## config.mk

```make
export PLATFORM = sky130hd
export DESIGN_NAME = uart_program_loader
export DESIGN_NICKNAME = d
export VERILOG_FILES = /design/src/rtl/uart_program_loader.sv
export SDC_FILE = /design/constraint.sdc
export NUM_CORES = 1
export LEC_CHECK = 0
export ABC_AREA = 1
export BUFFER_PORTS_ARGS = -buffer_cell sky130_fd_sc_hd__buf_4
export CELL_PAD_IN_SITES_DETAIL_PLACEMENT = 0
export CELL_PAD_IN_SITES_GLOBAL_PLACEMENT = 1
export CORE_MARGIN = 5
export CORE_UTILIZATION = 45
export CTS_BUF_LIST = sky130_fd_sc_hd__clkbuf_4 sky130_fd_sc_hd__clkbuf_8
export DETAILED_ROUTE_END_ITERATION = 8
export PLACE_DENSITY = 0.81
export SKIP_CTS_REPAIR_TIMING = 1
export SYNTH_ARGS = -nofsm -noshare
export SYNTH_HDL_FRONTEND = slang
export SYNTH_SLANG_ARGS = --single-unit
```

## constraint.sdc

```tcl
create_clock -name CLK -period 1.9 [get_ports CLK]
set_clock_uncertainty 0.05 [all_clocks]
set_input_delay 0.19 -clock CLK [delete_from_list [all_inputs] [get_ports CLK]]
set_output_delay 0.19 -clock CLK [all_outputs]
set_load 0.03 [all_outputs]
```

## src/rtl/uart_program_loader.sv

```systemverilog
// uart_program_loader
// Receives a program over an 8N1 UART line and writes it into an instruction
// memory. Stream format: a length byte N (1..DEPTH), then N words of WORD_W/8
// bytes each (MSB first), then an 8-bit modulo-256 sum of all data bytes.
//
// Ports:
//   CLK          system clock, rising edge
//   RST          synchronous active-high reset
//   UART_TXD_IN  asynchronous serial input, idle high
//   wr_en        one-cycle write strobe to instruction memory
//   wr_addr      word address for wr_en
//   wr_data      assembled word for wr_en
//   words_loaded number of words written so far
//   load_done    sticky: program received with valid checksum
//   load_error   sticky: length, framing or checksum error
module uart_program_loader #(
    parameter int CLKS_PER_BIT = 868,
    parameter int WORD_W       = 16,
    parameter int DEPTH        = 32,
    parameter int ADDR_W       = 5
) (
    input  logic              CLK,
    input  logic              RST,
    input  logic              UART_TXD_IN,
    output logic              wr_en,
    output logic [ADDR_W-1:0] wr_addr,
    output logic [WORD_W-1:0] wr_data,
    output logic [7:0]        words_loaded,
    output logic              load_done,
    output logic              load_error
);
    localparam int CNT_W = $clog2(CLKS_PER_BIT);
    localparam int BPW   = WORD_W / 8;
    localparam logic [CNT_W-1:0] BIT_LAST  = CNT_W'(CLKS_PER_BIT - 1);
    localparam logic [CNT_W-1:0] HALF_LAST = CNT_W'(CLKS_PER_BIT / 2 - 1);
    localparam logic [1:0]       BYTE_LAST = 2'(BPW - 1);
    localparam logic [7:0]       DEPTH_B   = 8'(DEPTH);

    typedef enum logic [1:0] {RX_IDLE, RX_START, RX_DATA, RX_STOP} rx_state_t;
    typedef enum logic [2:0] {WAIT_LEN, RECV_DATA, RECV_SUM, DONE, ERROR} ld_state_t;

    logic             sync1_r, sync2_r;
    rx_state_t        rx_state_r, rx_state_s;
    logic [CNT_W-1:0] rx_cnt_r;
    logic [2:0]       rx_bit_r;
    logic [7:0]       rx_shift_r;
    logic [7:0]       rx_byte_r;
    logic             byte_valid_r, frame_err_r;
    logic             tick_s;

    ld_state_t        ld_state_r, ld_state_s;
    logic [7:0]       len_r, sum_r;
    logic [WORD_W-1:0] word_r, word_next_s;
    logic [1:0]       byte_cnt_r;
    logic             word_last_s, prog_last_s;
    logic             wr_en_s, load_done_s, load_error_s;

    // Two-flop synchronizer; idles high so reset does not look like a start bit
    always_ff @(posedge CLK) begin
        if (RST) begin
            sync1_r <= 1'b1;
            sync2_r <= 1'b1;
        end else begin
            sync1_r <= UART_TXD_IN;
            sync2_r <= sync1_r;
        end
    end

    // Terminal count of the bit-timing counter for the current receiver phase
    always_comb begin
        tick_s = 1'b0;
        case (rx_state_r)
            RX_START:         tick_s = (rx_cnt_r == HALF_LAST);
            RX_DATA, RX_STOP: tick_s = (rx_cnt_r == BIT_LAST);
            default:          tick_s = 1'b0;
        endcase
    end

    // Receiver state register
    always_ff @(posedge CLK) begin
        if (RST) begin
            rx_state_r <= RX_IDLE;
        end else begin
            rx_state_r <= rx_state_s;
        end
    end

    // Receiver next state; a start bit that is high again at mid-bit is a glitch
    always_comb begin
        rx_state_s = rx_state_r;
        case (rx_state_r)
            RX_IDLE: begin
                if (!sync2_r) rx_state_s = RX_START;
                else          rx_state_s = RX_IDLE;
            end
            RX_START: begin
                if (tick_s) rx_state_s = sync2_r ? RX_IDLE : RX_DATA;
                else        rx_state_s = RX_START;
            end
            RX_DATA: begin
                if (tick_s && (rx_bit_r == 3'd7)) rx_state_s = RX_STOP;
                else                              rx_state_s = RX_DATA;
            end
            RX_STOP: begin
                if (tick_s) rx_state_s = RX_IDLE;
                else        rx_state_s = RX_STOP;
            end
            default: rx_state_s = RX_IDLE;
        endcase
    end

    // Receiver datapath: bit timer, LSB-first shifter, byte/framing strobes
    always_ff @(posedge CLK) begin
        if (RST) begin
            rx_cnt_r     <= '0;
            rx_bit_r     <= 3'd0;
            rx_shift_r   <= 8'd0;
            rx_byte_r    <= 8'd0;
            byte_valid_r <= 1'b0;
            frame_err_r  <= 1'b0;
        end else begin
            byte_valid_r <= 1'b0;
            frame_err_r  <= 1'b0;
            if ((rx_state_r == RX_IDLE) || tick_s) rx_cnt_r <= '0;
            else                                   rx_cnt_r <= rx_cnt_r + 1'b1;
            if (rx_state_r == RX_START) rx_bit_r <= 3'd0;
            if ((rx_state_r == RX_DATA) && tick_s) begin
                rx_shift_r <= {sync2_r, rx_shift_r[7:1]};
                rx_bit_r   <= rx_bit_r + 3'd1;
            end
            if ((rx_state_r == RX_STOP) && tick_s) begin
                if (sync2_r) begin
                    byte_valid_r <= 1'b1;
                    rx_byte_r    <= rx_shift_r;
                end else begin
                    frame_err_r <= 1'b1;
                end
            end
        end
    end

    // Word assembly helpers: MSB-first shift-in and end-of-word/program detect
    always_comb begin
        word_next_s = (word_r << 8) | WORD_W'(rx_byte_r);
        word_last_s = byte_valid_r && (byte_cnt_r == BYTE_LAST);
        prog_last_s = word_last_s && ((words_loaded + 8'd1) == len_r);
    end

    // Loader state register
    always_ff @(posedge CLK) begin
        if (RST) begin
            ld_state_r <= WAIT_LEN;
        end else begin
            ld_state_r <= ld_state_s;
        end
    end

    // Loader next state; DONE and ERROR only leave through reset
    always_comb begin
        ld_state_s = ld_state_r;
        case (ld_state_r)
            WAIT_LEN: begin
                if (frame_err_r) ld_state_s = ERROR;
                else if (byte_valid_r) begin
                    if ((rx_byte_r == 8'd0) || (rx_byte_r > DEPTH_B)) ld_state_s = ERROR;
                    else                                             ld_state_s = RECV_DATA;
                end else ld_state_s = WAIT_LEN;
            end
            RECV_DATA: begin
                if (frame_err_r)      ld_state_s = ERROR;
                else if (prog_last_s) ld_state_s = RECV_SUM;
                else                  ld_state_s = RECV_DATA;
            end
            RECV_SUM: begin
                if (frame_err_r)       ld_state_s = ERROR;
                else if (byte_valid_r) ld_state_s = (rx_byte_r == sum_r) ? DONE : ERROR;
                else                   ld_state_s = RECV_SUM;
            end
            DONE:    ld_state_s = DONE;
            ERROR:   ld_state_s = ERROR;
            default: ld_state_s = ERROR;
        endcase
    end

    // Loader outputs (next values); flags follow the absorbing states
    always_comb begin
        wr_en_s      = (ld_state_r == RECV_DATA) && word_last_s;
        load_done_s  = (ld_state_s == DONE);
        load_error_s = (ld_state_s == ERROR);
    end

    // Registered outputs plus length, checksum and partial-word registers
    always_ff @(posedge CLK) begin
        if (RST) begin
            wr_en        <= 1'b0;
            wr_addr      <= '0;
            wr_data      <= '0;
            words_loaded <= 8'd0;
            load_done    <= 1'b0;
            load_error   <= 1'b0;
            len_r        <= 8'd0;
            sum_r        <= 8'd0;
            word_r       <= '0;
            byte_cnt_r   <= 2'd0;
        end else begin
            wr_en      <= wr_en_s;
            load_done  <= load_done_s;
            load_error <= load_error_s;
            if (wr_en_s) begin
                wr_addr      <= words_loaded[ADDR_W-1:0];
                wr_data      <= word_next_s;
                words_loaded <= words_loaded + 8'd1;
            end
            case (ld_state_r)
                WAIT_LEN: begin
                    if (byte_valid_r) begin
                        len_r      <= rx_byte_r;
                        sum_r      <= 8'd0;
                        word_r     <= '0;
                        byte_cnt_r <= 2'd0;
                    end
                end
                RECV_DATA: begin
                    if (byte_valid_r) begin
                        sum_r      <= sum_r + rx_byte_r;
                        word_r     <= word_next_s;
                        byte_cnt_r <= word_last_s ? 2'd0 : (byte_cnt_r + 2'd1);
                    end
                end
                default: len_r <= len_r;
            endcase
        end
    end
endmodule

```

==> reports/metrics.csv <==
stage;metric;value;unit
yosys;top post-synthesis cells by count;nand2_1, dfxtp_1, nor2_1, inv_1, o21ai_0;
sta;RSZ-0062 raised after global routing;no;
clocking;CTS clock-pin slew for the worst setup and hold paths;0.10;ns
clocking;Clock Path Buffers;2;
placed_design;Final HPWL DP;6930;um
critical_path;required time of the worst setup path;2.09;ns
critical_path;crit path DAT;1.93;ns
yosys;Yosys cell types;39;
detailed_routing;DR DRC count;0;
global_route;first-pass GRT wire length;16500;um
yosys;Synth Flop Type;dfxtp_1;
hold_path;Worst Hold Class;in2reg;
hold_path;Hold Path Depth;2;
clocking;TritonCTS clock tree;yes;
detailed_routing;DR pass1 iterations;4;
cells_and_area;layout cells sized above 1;0.152;
yosys;register area share after synthesis;0.447;
global_route;total track usage;0.176;
yosys;top-count cell post-synth;nand2_1;
floorplanning;initial core utilization;0.463;
pwr;PD cells;700;nW/um^2
critical_path;R2R cell count;8;
detailed_routing;drt first-iter violations;149;
floorplanning;DIE AREA;11600;sq um
critical_path;Crit Path Class;reg2reg;
yosys;asr flop ratio synth;0;
placed_design;GPL Wtd Cong;0.897;
clocking;clock root buffer;clkbuf_8;
critical_path;critical path fanouts, max;7;
clocking;cts bufs inserted;9;
critical_path;Critical Path End Type;flop;
yosys;Synth top area share;0.447;
sta;fmax;0.577;GHz
yosys;FF+latch count, synth;96;
critical_path;critical path startpoint category;flop;
outcome;status;completed;
pwr;Lkg Pwr;2.05;nW
yosys;mean post-synth cell area;7.36;sq um
sta;setup violators final;0;
critical_path;CP max stage delay;0.40;ns
yosys;ranking of synthesized cells by area;dfxtp_1, nand2_1, nor2_1, o21ai_0, a21oi_1;
critical_path;critical path cell sequence;ha_1 -> nor3_1 -> buf_4 -> nand2_1 -> nand2_1 -> nand2_1 -> nand2_1 -> a31oi_1;
floorplanning;core area;9280;sq um
sta;Hold Vio Cnt, Final;0;
yosys;cells after synthesis;584;
detailed_routing;final WL;9590;um
cells_and_area;# diodes;0;
floorplanning;Std-Cell Rows;35;
cells_and_area;synthesis-to-layout area growth;15.8;%
pwr;Peak VDD IR;448;uV
sta;slew of the pin with the lowest slew margin;0.478;ns
floorplanning;Ports;35;
sta;sum of negative setup slack;0;ns
clocking;htree depth;3;
clocking;clock latency on the worst-skew pair;0.36;ns
sta;fin. max-slew vios;0;
cells_and_area;final net count;640;
global_route;largest net degree at the start of global routing;54;
placed_design;dpl ws;0.146;ns
critical_path;Most common cell on crit path;nand2_1;
detailed_routing;vias post-DR;3779;
global_route;GR Overflow Total;0;
global_route;vias in the first global route;3488;
yosys;Synthesized Nets;599;
detailed_routing;final antenna-violating net count;0;
cells_and_area;final design area excluding fillers;4980;sq um
detailed_routing;vias per cell;4.98;
floorplanning;die width;108;um
detailed_routing;WL per Instance;12.6;um
yosys;Post-synth EDFFs;0;
global_route;initial antenna violation count;0;
yosys;Yosys top cell by area;dfxtp_1;
sta;share of the cycle needed by the critical path after routing;0.913;
yosys;Ys Warns;0;
sta;Relative slew margins;0.681;
job;max cap viols;0;
critical_path;CP max-delay cell;ha_1;
placed_design;IO buf count;34;
sta;PnR worst setup slack;0.166;ns
yosys;mapped cell area;4300;sq um
clocking;Clock Sinks;96;
placed_design;placed inst area;4750;sq um
sta;min Tclk post-route;1.73;ns
floorplanning;die height;108;um
cells in the final DEF, fill, tap and decap left out, drive strengths merged, types with 4 or more instances in the layout:
cell,n
nand2,105
dfxtp,96
nor2,94
inv,59
o21ai,55
buf,50
a21oi,50
nand3,39
nor3,17
ha,11
clkbuf,9
nand4,7
a31oi,6
or2,6
xor2,4
final cells by class:
type | count | area, sq um
Inverter | 57 | 214
Multi-Input combinational cell | 410 | 2070
Clock buffer | 9 | 124
Tap cell | 129 | 161
Clock inverter | 7 | 91.3
Timing Repair Buffer | 51 | 398
Fill cell | 974 | 4310
Sequential cell | 96 | 1920
sequential cells by signal, summed over array words and instances, names as in the netlist:
signal,count
frame_err_r,1
wr_data,16
rx_shift_r,8
wr_addr,5
rx_state_r,2
rx_cnt_r,10
load_done,1
load_error,1
ld_state_r,3
word_r,8
rx_bit_r,3
len_r,8
byte_valid_r,1
sync2_r,1
rx_byte_r,8
sync1_r,1
sum_r,8
words_loaded,8
wr_en,1
byte_cnt_r,2
cell families (layout without fill, tap and decap cells):
group                    after synthesis  after routing  synth area share
AO/OA/AOI/OAI                        120            120             0.152
XOR/XNOR                               4              4           0.00815
AND/OR/NAND/NOR                      274            274             0.283
adder cells (fa/ha/maj)               12             12            0.0367
flip-flops                            96             96             0.447
buffers and inverters                 78            124            0.0728
worst max-delay path: cells and delay by family (launching register included):
kind            cells  cell delay [ns]
compound gates      1             0.08
buf+inv             1             0.17
simple gates        5             0.56
flops               1             0.38
fa+ha+maj           1             0.40
through the flow:
| stage | cells | hold WS, ns | utilization | power (mW) |
|---|---|---|---|---|
| after detailed placement | 742 | 0.329 | 0.511 | 2.12 |
| after CTS | 758 | -0.0536 | 0.535 | 3.53 |
| after floorplan | 584 | 0.244 | - | 2.10 |
| final | 759 | 0.0713 | 0.536 | 3.49 |
| after global placement | 742 | 0.327 | 0.511 | 2.12 |
| after global routing | 759 | 0.0666 | 0.536 | 3.63 |
power breakdown:
part           total (mW)  internal [mW]  leakage, nW  switching (mW)
clock                1.41          0.638        0.105           0.769
sequential           2.02           2.01        0.773         0.00348
combinational      0.0604         0.0189         1.17          0.0415
path summary, 6_finish.rpt:
kind,start,to,slack (ns)
min,RST,rx_bit_r[2]$_SDFFE_PP0P_,0.07
max,rx_byte_r[2]$_SDFFE_PP0P_,ld_state_r[2]$_SDFF_PP0_,0.17
max reg2reg,rx_byte_r[2]$_SDFFE_PP0P_,ld_state_r[2]$_SDFF_PP0_,0.17
min reg2reg,sync1_r$_SDFF_PP1_,sync2_r$_SDFF_PP1_,0.36
layer usage:
| metal | GRT usage | vias up | routed length [um] | share of wire |
|---|---|---|---|---|
| met5 | 0 | - | 0 | 0 |
| met4 | 0.0568 | 0 | 133 | 0.014 |
| met3 | 0.0324 | 9 | 384 | 0.040 |
| met2 | 0.288 | 65 | 4280 | 0.45 |
| met1 | 0.235 | 1704 | 4800 | 0.50 |
| li1 | - | 2001 | - | - |
No activity file was read; power rests on OpenSTA's default activity.
